**src/rtl/snitch_icache_refill_handler.sv**
```systemverilog
// Refill back end of the instruction cache: returns lookup hits to the fetch
// side, tracks misses in a small pending table (merging secondary misses to
// the same line), requests refills and writes returned lines into the lookup
// banks while forwarding them to every merged requester.
module snitch_icache_refill_handler #(
  parameter int unsigned FETCH_AW      = 32,
  parameter int unsigned LINE_WIDTH    = 128,
  parameter int unsigned LINE_ALIGN    = 4,
  parameter int unsigned COUNT_ALIGN   = 5,
  parameter int unsigned SET_COUNT     = 2,
  parameter int unsigned ID_WIDTH      = 4,
  parameter int unsigned PENDING_COUNT = 2,
  parameter int unsigned SET_ALIGN     = $clog2(SET_COUNT),
  parameter int unsigned TAG_WIDTH     = FETCH_AW - LINE_ALIGN - COUNT_ALIGN,
  parameter int unsigned PIW           = $clog2(PENDING_COUNT)
) (
  input  logic                   clk_i,
  input  logic                   rst_ni,
  input  logic [FETCH_AW-1:0]    in_addr_i,
  input  logic [ID_WIDTH-1:0]    in_id_i,
  input  logic [SET_ALIGN-1:0]   in_set_i,
  input  logic                   in_hit_i,
  input  logic [LINE_WIDTH-1:0]  in_data_i,
  input  logic                   in_error_i,
  input  logic                   in_valid_i,
  output logic                   in_ready_o,
  output logic [LINE_WIDTH-1:0]  rsp_data_o,
  output logic                   rsp_error_o,
  output logic [ID_WIDTH-1:0]    rsp_id_o,
  output logic                   rsp_valid_o,
  input  logic                   rsp_ready_i,
  output logic [FETCH_AW-1:0]    refill_addr_o,
  output logic [PIW-1:0]         refill_id_o,
  output logic                   refill_valid_o,
  input  logic                   refill_ready_i,
  input  logic [LINE_WIDTH-1:0]  refill_data_i,
  input  logic                   refill_error_i,
  input  logic [PIW-1:0]         refill_id_i,
  input  logic                   refill_valid_i,
  output logic                   refill_ready_o,
  output logic [COUNT_ALIGN-1:0] write_addr_o,
  output logic [SET_ALIGN-1:0]   write_set_o,
  output logic [LINE_WIDTH-1:0]  write_data_o,
  output logic [TAG_WIDTH-1:0]   write_tag_o,
  output logic                   write_error_o,
  output logic                   write_valid_o,
  input  logic                   write_ready_i
);

  localparam int unsigned LAW = FETCH_AW - LINE_ALIGN;

  typedef enum logic {IDLE, BUSY} ret_state_e;

  // Pending table
  logic [PENDING_COUNT-1:0] pend_valid_q;
  logic [PENDING_COUNT-1:0] pend_ret_q;
  logic [LAW-1:0]           pend_addr_q [PENDING_COUNT];
  logic [ID_WIDTH-1:0]      pend_mask_q [PENDING_COUNT];

  // Return FSM
  ret_state_e             state_q;
  logic                   ret_ready_q;
  logic [LINE_WIDTH-1:0]  ret_data_q;
  logic                   ret_error_q;
  logic [PIW-1:0]         ret_id_q;
  logic                   write_done_q;
  logic                   rsp_done_q;
  logic [SET_ALIGN-1:0]   victim_q;

  // Output register
  logic                   rsp_valid_q;
  logic [LINE_WIDTH-1:0]  rsp_data_q;
  logic                   rsp_error_q;
  logic [ID_WIDTH-1:0]    rsp_id_q;

  logic [LAW-1:0] in_line;
  logic           match_found;
  logic [PIW-1:0] match_idx;
  logic           free_found;
  logic [PIW-1:0] free_idx;
  logic           is_hit, is_miss, merge, alloc_req, alloc_hs;
  logic           can_load, fsm_rsp_load, hit_accept;
  logic           ret_accept, write_hs, ret_exit;
  logic           unused_bits;

  assign in_line     = in_addr_i[FETCH_AW-1:LINE_ALIGN];
  assign unused_bits = ^{in_set_i, in_addr_i[LINE_ALIGN-1:0]};

  // Search the table for a mergeable entry and for the lowest free slot
  always_comb begin
    match_found = 1'b0;
    match_idx   = '0;
    free_found  = 1'b0;
    free_idx    = '0;
    for (int i = PENDING_COUNT - 1; i >= 0; i--) begin
      if (pend_valid_q[i] && !pend_ret_q[i] && pend_addr_q[i] == in_line) begin
        match_found = 1'b1;
        match_idx   = PIW'(i);
      end
      if (!pend_valid_q[i]) begin
        free_found = 1'b1;
        free_idx   = PIW'(i);
      end
    end
  end

  assign is_hit       = in_valid_i & in_hit_i;
  assign is_miss      = in_valid_i & ~in_hit_i;
  assign merge        = is_miss & match_found;
  assign alloc_req    = is_miss & ~match_found & free_found;
  assign alloc_hs     = alloc_req & refill_ready_i;

  assign can_load     = ~rsp_valid_q | rsp_ready_i;
  assign fsm_rsp_load = (state_q == BUSY) & ~rsp_done_q & can_load;
  assign hit_accept   = is_hit & can_load & ~fsm_rsp_load;

  assign in_ready_o     = hit_accept | merge | alloc_hs;
  assign refill_valid_o = alloc_req;
  assign refill_addr_o  = {in_line, {LINE_ALIGN{1'b0}}};
  assign refill_id_o    = free_idx;

  assign refill_ready_o = ret_ready_q;
  assign ret_accept     = ret_ready_q & refill_valid_i;
  assign write_valid_o  = (state_q == BUSY) & ~write_done_q;
  assign write_hs       = write_valid_o & write_ready_i;
  assign ret_exit       = (state_q == BUSY) & (write_done_q | write_hs) &
                          (rsp_done_q | fsm_rsp_load);

  assign write_addr_o  = pend_addr_q[ret_id_q][COUNT_ALIGN-1:0];
  assign write_tag_o   = pend_addr_q[ret_id_q][LAW-1:COUNT_ALIGN];
  assign write_set_o   = victim_q;
  assign write_data_o  = ret_data_q;
  assign write_error_o = ret_error_q;

  assign rsp_valid_o = rsp_valid_q;
  assign rsp_data_o  = rsp_data_q;
  assign rsp_error_o = rsp_error_q;
  assign rsp_id_o    = rsp_id_q;

  // Pending table: allocate on refill handshake, merge, freeze on return, free on exit
  always_ff @(posedge clk_i or negedge rst_ni) begin
    if (!rst_ni) begin
      pend_valid_q <= '0;
      pend_ret_q   <= '0;
      for (int i = 0; i < PENDING_COUNT; i++) begin
        pend_addr_q[i] <= '0;
        pend_mask_q[i] <= '0;
      end
    end else begin
      for (int i = 0; i < PENDING_COUNT; i++) begin
        if (ret_exit && ret_id_q == PIW'(i)) begin
          pend_valid_q[i] <= 1'b0;
          pend_ret_q[i]   <= 1'b0;
        end
        if (ret_accept && refill_id_i == PIW'(i)) begin
          pend_ret_q[i] <= 1'b1;
        end
        if (merge && match_idx == PIW'(i)) begin
          pend_mask_q[i] <= pend_mask_q[i] | in_id_i;
        end
        if (alloc_hs && free_idx == PIW'(i)) begin
          pend_valid_q[i] <= 1'b1;
          pend_ret_q[i]   <= 1'b0;
          pend_addr_q[i]  <= in_line;
          pend_mask_q[i]  <= in_id_i;
        end
      end
    end
  end

  // Return FSM: latch a refill line, then write it to the banks and respond
  always_ff @(posedge clk_i or negedge rst_ni) begin
    if (!rst_ni) begin
      state_q      <= IDLE;
      ret_ready_q  <= 1'b0;
      ret_data_q   <= '0;
      ret_error_q  <= 1'b0;
      ret_id_q     <= '0;
      write_done_q <= 1'b0;
      rsp_done_q   <= 1'b0;
      victim_q     <= '0;
    end else begin
      if (write_hs) begin
        victim_q <= (victim_q == SET_ALIGN'(SET_COUNT - 1)) ? '0 : victim_q + 1'b1;
      end
      case (state_q)
        IDLE: begin
          ret_ready_q <= 1'b1;
          if (ret_accept) begin
            ret_data_q   <= refill_data_i;
            ret_error_q  <= refill_error_i;
            ret_id_q     <= refill_id_i;
            write_done_q <= 1'b0;
            rsp_done_q   <= 1'b0;
            ret_ready_q  <= 1'b0;
            state_q      <= BUSY;
          end
        end
        BUSY: begin
          if (write_hs)     write_done_q <= 1'b1;
          if (fsm_rsp_load) rsp_done_q   <= 1'b1;
          if (ret_exit) begin
            ret_ready_q <= 1'b1;
            state_q     <= IDLE;
          end
        end
        default: state_q <= IDLE;
      endcase
    end
  end

  // Output register: return FSM has priority over the hit path
  always_ff @(posedge clk_i or negedge rst_ni) begin
    if (!rst_ni) begin
      rsp_valid_q <= 1'b0;
      rsp_data_q  <= '0;
      rsp_error_q <= 1'b0;
      rsp_id_q    <= '0;
    end else if (can_load) begin
      if (fsm_rsp_load) begin
        rsp_valid_q <= 1'b1;
        rsp_data_q  <= ret_data_q;
        rsp_error_q <= ret_error_q;
        rsp_id_q    <= pend_mask_q[ret_id_q];
      end else if (hit_accept) begin
        rsp_valid_q <= 1'b1;
        rsp_data_q  <= in_data_i;
        rsp_error_q <= in_error_i;
        rsp_id_q    <= in_id_i;
      end else begin
        rsp_valid_q <= 1'b0;
      end
    end
  end

  // A refill response must name an entry that is actually pending
  refill_id_pending: assert property (
    @(posedge clk_i) disable iff (!rst_ni) ret_accept |-> pend_valid_q[refill_id_i]
  );

endmodule
```
**config.mk**
```make
export PLATFORM = sky130hd
export DESIGN_NAME = snitch_icache_refill_handler
export DESIGN_NICKNAME = d
export VERILOG_FILES = /design/src/rtl/snitch_icache_refill_handler.sv
export SDC_FILE = /design/constraint.sdc
export NUM_CORES = 1
export LEC_CHECK = 0
export ABC_AREA = 1
export BUFFER_PORTS_ARGS = -buffer_cell sky130_fd_sc_hd__buf_2
export CAP_MARGIN = 20
export CORE_AREA = 2 2 248 250
export CTS_CLUSTER_SIZE = 28
export DETAILED_ROUTE_END_ITERATION = 7
export DIE_AREA = 0 0 250 252
export MAX_ROUTING_LAYER = met4
export PLACE_DENSITY = 0.53
export SLEW_MARGIN = 20
export SYNTH_ARGS = -nofsm -noshare
export SYNTH_HDL_FRONTEND = slang
export SYNTH_SLANG_ARGS = --single-unit
```
**constraint.sdc**
```tcl
create_clock -name clk_i -period 1.4 [get_ports clk_i]
set_input_delay 0.14 -clock clk_i [delete_from_list [all_inputs] [get_ports clk_i]]
set_output_delay 0.14 -clock clk_i [all_outputs]
set_load 0.02 [all_outputs]
```
==> reports/metrics.cfg, run 1 <==
[global_routing]
grt_max_degree=53
grt_pass1_vias=17500
antenna_found_initial=4
grt_pass1_wl_mm=101
gr-usage-all-layers_pct=21.3
overflow=0

[floorplanning]
rows=90
die_x_um=250
start_util_pct=25.7
dieArea_sq_um=63000
core-area_sq_um=60100
pin_count=633
die_y_um=252

[pwr]
power_mw=67.2
irDropWorstVdd_v=0.00136
p_leak_nw=14.6
p_per_area_nw_per_um2=2340

[logic_synthesis]
synth-edff-count=0
synth-compound-area-share_pct=8.23
netlist_area_sq_um=15500
async_flop_share_pct=100
synth.most_common_cell=nand2_1
synth_top_area_share_pct=54.5
yosysWarnings=0
synthFlopType=dfrtp_1
synth.area.top_cells=dfrtp_1, nand2_1, mux2i_1
synthSimpleGateAreaFrac_pct=21.3
synth.distinct_cells=31
yosys.area.top_type=dfrtp_1
synthXorXnorAreaFrac_pct=0.226
avgSynthCellArea_sq_um=8.65
yosysSeqAreaShare_pct=54.5
ys_ff_latch=337
syn_inst=1789
muxShareOfSynthArea_pct=8.35
synth_top_family_by_area=simple AND/OR/NAND/NOR gates
synth-adder-area-share_pct=0
ys_top_cells_by_count=nand2_1, dfrtp_1, o21ai_1

[timing]
fin_ws_ns=-1.05
finalMaxSlewViolations=0
finalHoldViolCount=0
fin_skew_ns=0.0253
holdWs_ns=0.0687
period_minus_slack_ns=2.45
fmax_ghz=0.409
grt_setup_unrepaired=yes
finalSetupViolCount=354
timing.final.crit_share_pct=175

[clocking]
clockRootBuffer=clkbuf_16
tritoncts=built
clk_latency_ns=0.57
cts_htree_levels=2
clk_pin_slew_ns=0.06
cts_buffers=41
cts.sinks=337
clockBufferDepth=3

[job]
cap_violations=0

[place]
hpwl_mm=44.2
place_congestion=0.933
portBuffers=623

[drt]
vias_per_cell=4.60
drt_iter0_drc=1109
routedWlPerCell_um=18.9
num_vias=17200
first_pass_iters=6
drt_wl_total_mm=70.8
drc=0
ant_nets=0

[worst_setup_path]
crit_arrival_ns=2.31
cp.required_ns=1.26
crit_path_start_kind=register
path_max_fanout=4
critPathCaptureType=primary output
worstRegToRegCells=17
criticalPathCategory=register to primary output

[status]
status=complete, but fails checks
violations=setup timing

[final_layout]
layout.nets=3238
areaGrowthSynthToFinish_pct=85.7
drive_gt1_share_pct=44.1

[worst_hold_path]
worstHoldPathType=input pin to asynchronous set/reset pin

==> cell usage in the layout (no fill, tap or decap), types with 4 or more instances in the layout <==
cell	Yosys	layout
buf_6	18	95
o21ai_2	0	52
nand2_1	792	656
buf_12	0	49
clkbuf_1	40	9
mux2i_4	0	7
clkbuf_8	0	10
nor2_4	2	11
inv_2	27	36
dfrtp_2	0	8
nand2_4	0	39
clkbuf_16	0	57
buf_16	0	24
nor2_1	55	38
buf_8	0	17
mux2i_2	0	21
nand2_2	0	97
o21ai_1	191	159
o21ai_4	0	24
buf_4	51	136
buf_2	3	587
bufinv_16	0	4
clkinv_2	0	5
dlygate4sd3_1	0	295
nor2_2	1	9
o21ai_0	52	8
conb_1	1	4
inv_1	59	46
dfrtp_1	337	329
mux2i_1	129	101
==> cells by family (layout without fill, tap and decap cells) <==
group / Yosys count / after routing
other cells: 1 / 7
xor+xnor: 4 / 4
simple gates: 859 / 859
mux: 129 / 129
flops: 337 / 337
buf+inv: 209 / 1382
compound gates: 250 / 250
==> worst max-delay path, cell delays in order (launching register included) <==
cell and delay [ns]:
dfrtp_1 0.45, nand2_1 0.13, nand2_1 0.07, nor2_2 0.12, nand2_1 0.08, nor2_1 0.12
nand2_1 0.10, nor2_4 0.21, nor3_4 0.07, nand2_1 0.08, o211ai_1 0.13, buf_4 0.19
==> what timing repair did <==
| action | CTS | global route |
|---|---|---|
| setup buffers | 77 | 42 |
| hold endpoints to repair | 668 | 0 |
| pin swaps | 35 | 64 |
| cloned | 30 | 16 |
| hold buffers | 295 | 0 |
| endpoints found under the setup margin | 301 | 364 |
| gates resized for setup | 312 | 332 |
==> sequential cells by signal (all words and copies together), names as in the netlist <==
signal / cells
ret_id_q: 1
write_error_o: 1
pend_mask_q: 8
write_set_o: 1
pend_valid_q: 2
rsp_valid_o: 1
write_done_q: 1
pend_addr_q: 56
write_data_o: 128
pend_ret_q: 2
rsp_error_o: 1
rsp_done_q: 1
refill_ready_o: 1
state_q: 1
rsp_data_o: 128
rsp_id_o: 4
==> path summary, 6_finish.rpt <==
path | from | slack (ns) | end
max | pend_addr_q[23] | -1.05 | in_ready_o
min in group clk_i | rsp_ready_i | 0.15 | rsp_valid_o
max reg2reg | pend_addr_q[23] | -0.95 | pend_addr_q[36]
min | rst_ni | 0.07 | write_data_o[8]
min reg2reg | rsp_data_o[1] | 0.48 | rsp_data_o[1]
max in group asynchronous | rst_ni | 0.67 | pend_addr_q[24]
==> where the power goes <==
group	total (mW)	internal (mW)	switching, mW
sequential	18.6	14.4	4.17
combinational	37.5	17.1	20.4
clock	11.1	6.68	4.40
==> area by class of cell <==
class	count	area [sq um]
Multi-Input combinational cell	1246	7190
Fill cell	5457	31400
Sequential cell	337	8440
Timing Repair Buffer	1222	10400
Clock inverter	14	201
Inverter	86	337
Clock buffer	60	1200
Tap cell	782	978
Antenna cell	3	7.51
==> stage by stage <==
step | instances | setup slack (ns) | utilization (%) | cell area (sq um) | setup TNS (ns)
after global placement | 3241 | -0.559 | 34.0 | 20400 | -73.66
after CTS | 3716 | -0.948 | 45.4 | 27300 | -113.35
after detailed placement | 3241 | -0.541 | 34.0 | 20400 | -73.16
after global routing | 3750 | -1.19 | 47.8 | 28700 | -164.95
after floorplan | 1792 | -0.171 | - | 15600 | -24.11
final | 3750 | -1.05 | 47.8 | 28700 | -127.00
==> routing by layer <==
| metal | wire [um] | vias up | GRT usage [%] |
|---|---|---|---|
| met5 | 0 | - | - |
| met4 | 2470 | 0 | 7.87 |
| met3 | 4280 | 173 | 4.17 |
| met2 | 35700 | 701 | 35.8 |
| met1 | 28400 | 8370 | 25.3 |
| li1 | - | 7995 | - |
No activity file was read; power rests on OpenSTA's default activity.
==> run 2: changes to the inputs <==
--- a/config.mk
+++ b/config.mk
@@ -8,12 +8,12 @@
 export ABC_AREA = 1
 export BUFFER_PORTS_ARGS = -buffer_cell sky130_fd_sc_hd__buf_2
 export CAP_MARGIN = 20
-export CORE_AREA = 2 2 248 250
+export CORE_AREA = 2 2 247 249
 export CTS_CLUSTER_SIZE = 28
 export DETAILED_ROUTE_END_ITERATION = 7
-export DIE_AREA = 0 0 250 252
+export DIE_AREA = 0 0 249 251
 export MAX_ROUTING_LAYER = met4
-export PLACE_DENSITY = 0.53
+export PLACE_DENSITY = 0.51
 export SLEW_MARGIN = 20
 export SYNTH_ARGS = -nofsm -noshare
 export SYNTH_HDL_FRONTEND = slang
==> constraint.sdc (replaced) <==
create_clock -name clk_i -period 2.9 [get_ports clk_i]
set_input_delay 0.29 -clock clk_i [delete_from_list [all_inputs] [get_ports clk_i]]
set_output_delay 0.29 -clock clk_i [all_outputs]
set_load 0.02 [all_outputs]
==> reports/metrics.cfg, run 2 (same netlist as run 1, synthesis figures left out) <==
[timing]
timing.final.crit_share_pct=89.7
slew_headroom_pct=46.9
finalHoldViolCount=0  ; unchanged
grt_setup_unrepaired=no
finalMaxSlewViolations=0  ; unchanged
worst_pin_slew_ns=0.796
fin_ws_ns=0.300  ; +1.35 ns
holdWs_ns=0.0290  ; -0.0397 ns
fin_tns_setup_ns=0  ; +127.00 ns
fin_skew_ns=0.0274  ; +0.00210 ns
period_minus_slack_ns=2.60
fmax_ghz=0.385
finalSetupViolCount=0  ; -100%

[pwr]
p_switching_mw=11.3  ; -61%
p_per_area_nw_per_um2=1100  ; -53%
internal-power_mw=13.9  ; -64%
clockPowerShare_pct=19.2  ; +2.7 points
p_leak_nw=11.9  ; -18%
p_sw_share_pct=44.8  ; +1.8 points
irDropWorstVdd_v=0.000564  ; -59%
p_comb_share_pct=46.8  ; -9.0 points
seq_power_share_pct=34.0  ; +6.3 points

[place]
portBuffers=623  ; unchanged
dp.cells=3112  ; -4.0%
place_congestion=0.896  ; -4.0%
dp_slack_ns=0.601  ; +1.14 ns
hpwl_mm=39.4  ; -11%

[global_routing]
gr-usage-all-layers_pct=17.8  ; -3.4 points
grt_use_met2_pct=29.7  ; -6.2 points
use_met3_pct=3.24  ; -0.93 points
overflow=0  ; unchanged
grt_pass1_vias=15100  ; -13%
grt_util_met1_pct=21.7  ; -3.6 points
antenna_found_initial=5  ; +1
grt_pass1_wl_mm=85.7  ; -16%
top_usage_layer=met2
grt_max_degree=134  ; +150%

[worst_hold_path]
hold_path_depth=3
worstHoldPathType=input pin to register

[floorplanning]
pin_count=633  ; unchanged
start_util_pct=25.9  ; +0.15 points
core-area_sq_um=59800  ; -0.56%
dieArea_sq_um=62500  ; -0.80%
rows=90  ; unchanged
die_x_um=249  ; -0.40%
die_y_um=251  ; -0.40%

[worst_setup_path]
criticalPathCategory=register to primary output
path_max_fanout=4  ; unchanged
critPathCaptureType=primary output
path_common_cell=nand2_1
cp.required_ns=2.61  ; +1.35 ns
crit_path_start_kind=register
worstRegToRegCells=6  ; -11
crit_chain=inv_1 -> nand2_1 -> nand2_1 -> nor2_1 -> nand2_1 -> nor2_1 -> nand2_1 -> nor2_4 -> nor3_1 -> nand2_1 -> o211ai_1 -> buf_2
crit_slowest_cell=dfrtp_1
crit_arrival_ns=2.31  ; about the same
cp_slowest_stage_delay_ns=0.39  ; -0.06 ns
reg2reg_setup_slack_ns=0.68  ; +1.63 ns

[final_layout]
instances_no_fill=3416  ; -8.9%
fill_cells=6118  ; +12%
layout_commonest_cell=nand2_1
drive_gt1_share_pct=28.6  ; -16 points
areaGrowthSynthToFinish_pct=47.8
mostFrequentLayoutCells=nand2_1, buf_2, dfrtp_1
utilization_pct=38.3  ; -9.5 points
layout.nets=2909  ; -10%

[clocking]
cts_htree_levels=2  ; unchanged
clockRootBuffer=clkbuf_16
clk_latency_ns=0.57  ; about the same
cts.sinks=337  ; unchanged
clk_pin_slew_ns=0.05  ; about the same
cts_buffers=40  ; -2.4%
clockBufferDepth=3  ; unchanged
tritoncts=built

[job]
cap_violations=0  ; unchanged

[drt]
ant_nets=0  ; unchanged
routedWlPerCell_um=16.3  ; -14%
drc=0  ; unchanged
first_pass_iters=5  ; -1
vias_per_cell=4.35  ; -5.3%
num_vias=14900  ; -14%
drt_iter0_drc=661  ; -40%
drt_wl_total_mm=55.8  ; -21%

[status]
status=finished, final reports clean

run 2: cell count changes in the layout (fill, tap and decap cells not counted), moves of 35 or more:
cell / change
o21ai_0: +44
nand2_4: -39
buf_6: -95
buf_2: +35
nand2_2: -97
nand2_1: +136
buf_4: -114
dlygate4sd3_1: -62
o21ai_2: -52
run 2: what timing repair did:
action / 4_1_cts / 5_1_grt
setup endpoints to repair: 0 / 1
buffers inserted: 0 / 0
hold endpoints to repair: 312 / 0
gates resized for setup: 0 / 1
hold buffers: 233 / 0
run 2: metal layers:
layer | vias to the layer above | part of all wire (%)
li1 | 7270 | -
met3 | 109 | 5.0
met4 | 0 | 3.4
met2 | 451 | 49
met5 | - | 0
met1 | 7041 | 43
run 2: worst max-delay path: cells and delay by family (launching register included):
| family | cells | cell delay (ns) |
|---|---|---|
| AO/OA/AOI/OAI | 1 | 0.09 |
| flip-flops | 1 | 0.39 |
| buffers and inverters | 2 | 0.26 |
| AND/OR/NAND/NOR | 9 | 1.02 |
run 2: layout make-up:
class | instances | area, sq um | share of cell area [%]
Sequential cell | 337 | 8430 | 36.9
Timing Repair Buffer | 894 | 5950 | 26.0
Multi-Input combinational cell | 1246 | 5930 | 25.9
Clock buffer | 59 | 1150 | 5.04
Tap cell | 782 | 978 | 4.28
Inverter | 86 | 325 | 1.42
Clock inverter | 7 | 97.6 | 0.427
Antenna cell | 5 | 12.5 | 0.0547
run 2: path summary, 6_finish.rpt:
kind / from / to
worst max-delay path: pend_addr_q[22] / in_ready_o
worst min-delay path: in_data_i[32] / rsp_data_o[32]
worst max register to register: state_q / rsp_error_o
worst min register to register: write_set_o / write_set_o
max in group asynchronous: rst_ni / rsp_done_q
min in group asynchronous: rst_ni / write_data_o[47]
run 2: stage by stage:
stage / area [sq um] / power [mW]
floorplan: 15500 / 15.8
global placement: 19300 / 20.1
detailed placement: 19300 / 20.3
CTS: 22900 / 25.5
global route: 22900 / 27.0
finish: 22900 / 25.2
run 2: power groups by stage:
| stage | combinational [mW] | clock (mW) | sequential [mW] |
|---|---|---|---|
| floorplan | 5.35 | 0 | 10.5 |
| global placement | 11.6 | 0 | 8.49 |
| detailed placement | 11.7 | 0 | 8.58 |
| CTS | 12.0 | 5.01 | 8.55 |
| global route | 12.9 | 5.23 | 8.88 |
| finish | 11.8 | 4.84 | 8.57 |
==> run 3: changes to the inputs <==
--- a/config.mk
+++ b/config.mk
@@ -9,11 +9,11 @@
 export BUFFER_PORTS_ARGS = -buffer_cell sky130_fd_sc_hd__buf_2
 export CAP_MARGIN = 20
 export CORE_AREA = 2 2 247 249
-export CTS_CLUSTER_SIZE = 28
 export DETAILED_ROUTE_END_ITERATION = 7
 export DIE_AREA = 0 0 249 251
 export MAX_ROUTING_LAYER = met4
 export PLACE_DENSITY = 0.51
+export REMOVE_ABC_BUFFERS = 1
 export SLEW_MARGIN = 20
 export SYNTH_ARGS = -nofsm -noshare
 export SYNTH_HDL_FRONTEND = slang
==> reports/metrics.cfg, run 3 (same netlist as run 1, synthesis figures left out) <==
[status]
status=complete, but fails checks
violations=DRC

[global_routing]
gr-usage-all-layers_pct=18.4  ; +0.53 points
grt_max_degree=135  ; +0.75%
overflow=0  ; unchanged
antenna_found_initial=10  ; +5
grt_pass1_wl_mm=87.3  ; +1.9%
grt_pass1_vias=14800  ; -2.5%

[place]
hpwl_mm=40.5  ; +2.9%
dp.cells=3098  ; -0.45%
place_congestion=0.864  ; -3.6%
place_area_sq_um=19100  ; -0.87%
portBuffers=623  ; unchanged

[drt]
ant_nets=0  ; unchanged
first_pass_iters=7  ; +2
drt_wl_total_mm=57.6  ; +3.3%
drt_iter0_drc=807  ; +22%
vias_per_cell=4.37  ; +0.33%
routedWlPerCell_um=16.9  ; +3.8%
num_vias=14800  ; -0.20%
drc=2  ; +2

[final_layout]
seq_area_sq_um=8430  ; unchanged
fill_cells=6136  ; +0.29%
areaGrowthSynthToFinish_pct=46.3
stdcell_area_sq_um=22600  ; -1.0%
instances_no_fill=3398  ; -0.53%
multi_input_area_sq_um=5920  ; about the same
layout.nets=2887  ; -0.76%
drive_gt1_share_pct=28.4  ; -0.18 points
mostFrequentLayoutCells=nand2_1, buf_2, dfrtp_1
layout_commonest_cell=nand2_1

[worst_setup_path]
cp_slowest_stage_delay_ns=0.40  ; about the same
criticalPathCategory=register to primary output
cp.required_ns=2.61  ; about the same
crit_path_start_kind=register
path_max_fanout=5  ; +1
crit_path_start=pend_addr_q[41]
crit_arrival_ns=2.37  ; +0.06 ns
worstRegToRegCells=5  ; -1
crit_slowest_cell=nor3_1
r2r_end=rsp_data_o[30]
critPathCaptureType=primary output
path_common_cell=nand2_1
cp-endpoint=in_ready_o
reg2reg_setup_slack_ns=0.76  ; +0.08 ns
crit_chain=inv_1 -> nand2_1 -> nand2_1 -> nor2_1 -> nand2_1 -> nor2_1 -> nand2_1 -> nor2_4 -> nor3_1 -> nand2_1 -> o211ai_1 -> buf_2
timing.rr.start=state_q

[clocking]
tritoncts=built
clockBufferDepth=3  ; unchanged
clockRootBuffer=clkbuf_16
clk_pin_slew_ns=0.06  ; about the same
clk_latency_ns=0.54  ; -0.03 ns
cts_htree_levels=2  ; unchanged
cts_buffers=41  ; +2.5%
cts.sinks=337  ; unchanged

[timing]
holdWs_ns=0.0388  ; +0.00980 ns
fmax_ghz=0.376  ; -2.2%
finalMaxSlewViolations=0  ; unchanged
grt_setup_unrepaired=no
slew_headroom_pct=48.0  ; +1.1 points
timing.final.crit_share_pct=91.7  ; +2.0 points
period_minus_slack_ns=2.66  ; +0.0586 ns
worst_pin_slew_ns=0.771  ; -0.0246 ns
finalHoldViolCount=0  ; unchanged
finalSetupViolCount=0  ; unchanged
fin_skew_ns=0.0108  ; -0.0166 ns

[pwr]
seq_power_share_pct=34.0  ; about the same
p_sw_share_pct=45.2  ; +0.39 points
internal-power_mw=13.8  ; -0.48%
p_comb_share_pct=46.5  ; -0.3 points
p_switching_mw=11.4  ; +1.1%
clockPowerShare_pct=19.5  ; +0.3 points
irDropWorstVdd_v=0.000545  ; -3.2%
p_leak_nw=11.8  ; -0.99%
p_per_area_nw_per_um2=1120  ; +1.3%

[floorplanning]
start_util_pct=25.9  ; unchanged
rows=90  ; unchanged
core-area_sq_um=59800  ; unchanged
dieArea_sq_um=62500  ; unchanged
die_y_um=251  ; unchanged
die_x_um=249  ; unchanged
pin_count=633  ; unchanged

[worst_hold_path]
hold_start=in_data_i[55]
worstHoldPathType=input pin to register

[job]
cap_violations=0  ; unchanged

## run 3: worst min-delay path by stage
| stage | endpoint | slack [ns] | cells past startpoint |
|---|---|---|---|
| 2_1_floorplan | pend_addr_q[0] | -0.006 | 0 |
| 3_3_place_gp | pend_addr_q[44] | 0.33 | 1 |
| 3_5_place_dp | pend_addr_q[45] | 0.33 | 1 |
| 4_1_cts | rsp_data_o[112] | 0.0007 | 3 |
| 5_1_grt | rsp_data_o[63] | 0.02 | 3 |
| 6_report | rsp_data_o[55] | 0.04 | 3 |
## run 3: final cells by class
class                   instances  share of cell area (%)
repair buffers                871                    25.1
diodes                          9                  0.0995
clock buffers                  63                    5.47
flip-flops and latches        337                    37.2
clock inverters                 4                   0.133
multi-input cells            1246                    26.2
well taps                     782                    4.32
inverters                      86                    1.44
## run 3: per-stage QoR
step / util, % / setup WS (ns) / power, mW / setup TNS, ns
2_1_floorplan: - / -6.88 / 15.8 / -1687.79
4_1_cts: 37.8 / 0.201 / 25.6 / 0
3_5_place_dp: 32.0 / 0.735 / 20.2 / 0
5_1_grt: 37.9 / 0.0498 / 27.0 / 0
6_report: 37.9 / 0.241 / 25.3 / 0
3_3_place_gp: 32.0 / 0.735 / 20.0 / 0
## run 3: routing by layer
metal	part of all wire (%)	routed length (um)	up-vias	global-route usage, %
li1	-	-	7229	-
met1	40	23000	7014	21.3
met2	50	28900	517	31.4
met3	7.1	4090	81	4.77
met4	2.7	1560	0	5.23
met5	0	0	-	-
## run 3: critical path, delay by kind of cell (launching register included)
family          cells  cell delay, ns
compound gates      1            0.10
buf+inv             2            0.28
simple gates        9            1.06
flops               1            0.37
## run 3: power groups by stage
| stage | logic, mW | registers (mW) | clock network [mW] |
|---|---|---|---|
| 6_report | 11.8 | 8.58 | 4.93 |
| 5_1_grt | 12.8 | 8.88 | 5.30 |
| 4_1_cts | 11.9 | 8.56 | 5.10 |
| 3_5_place_dp | 11.6 | 8.60 | 0 |
| 3_3_place_gp | 11.5 | 8.50 | 0 |
| 2_1_floorplan | 5.25 | 10.5 | 0 |
## run 3: timing repair
| item | 4_1_cts | 5_1_grt |
|---|---|---|
| hold endpoints to repair | 293 | 0 |
| hold buffers | 224 | 0 |
| resized for setup | 0 | 0 |
| buffers inserted | 0 | 0 |
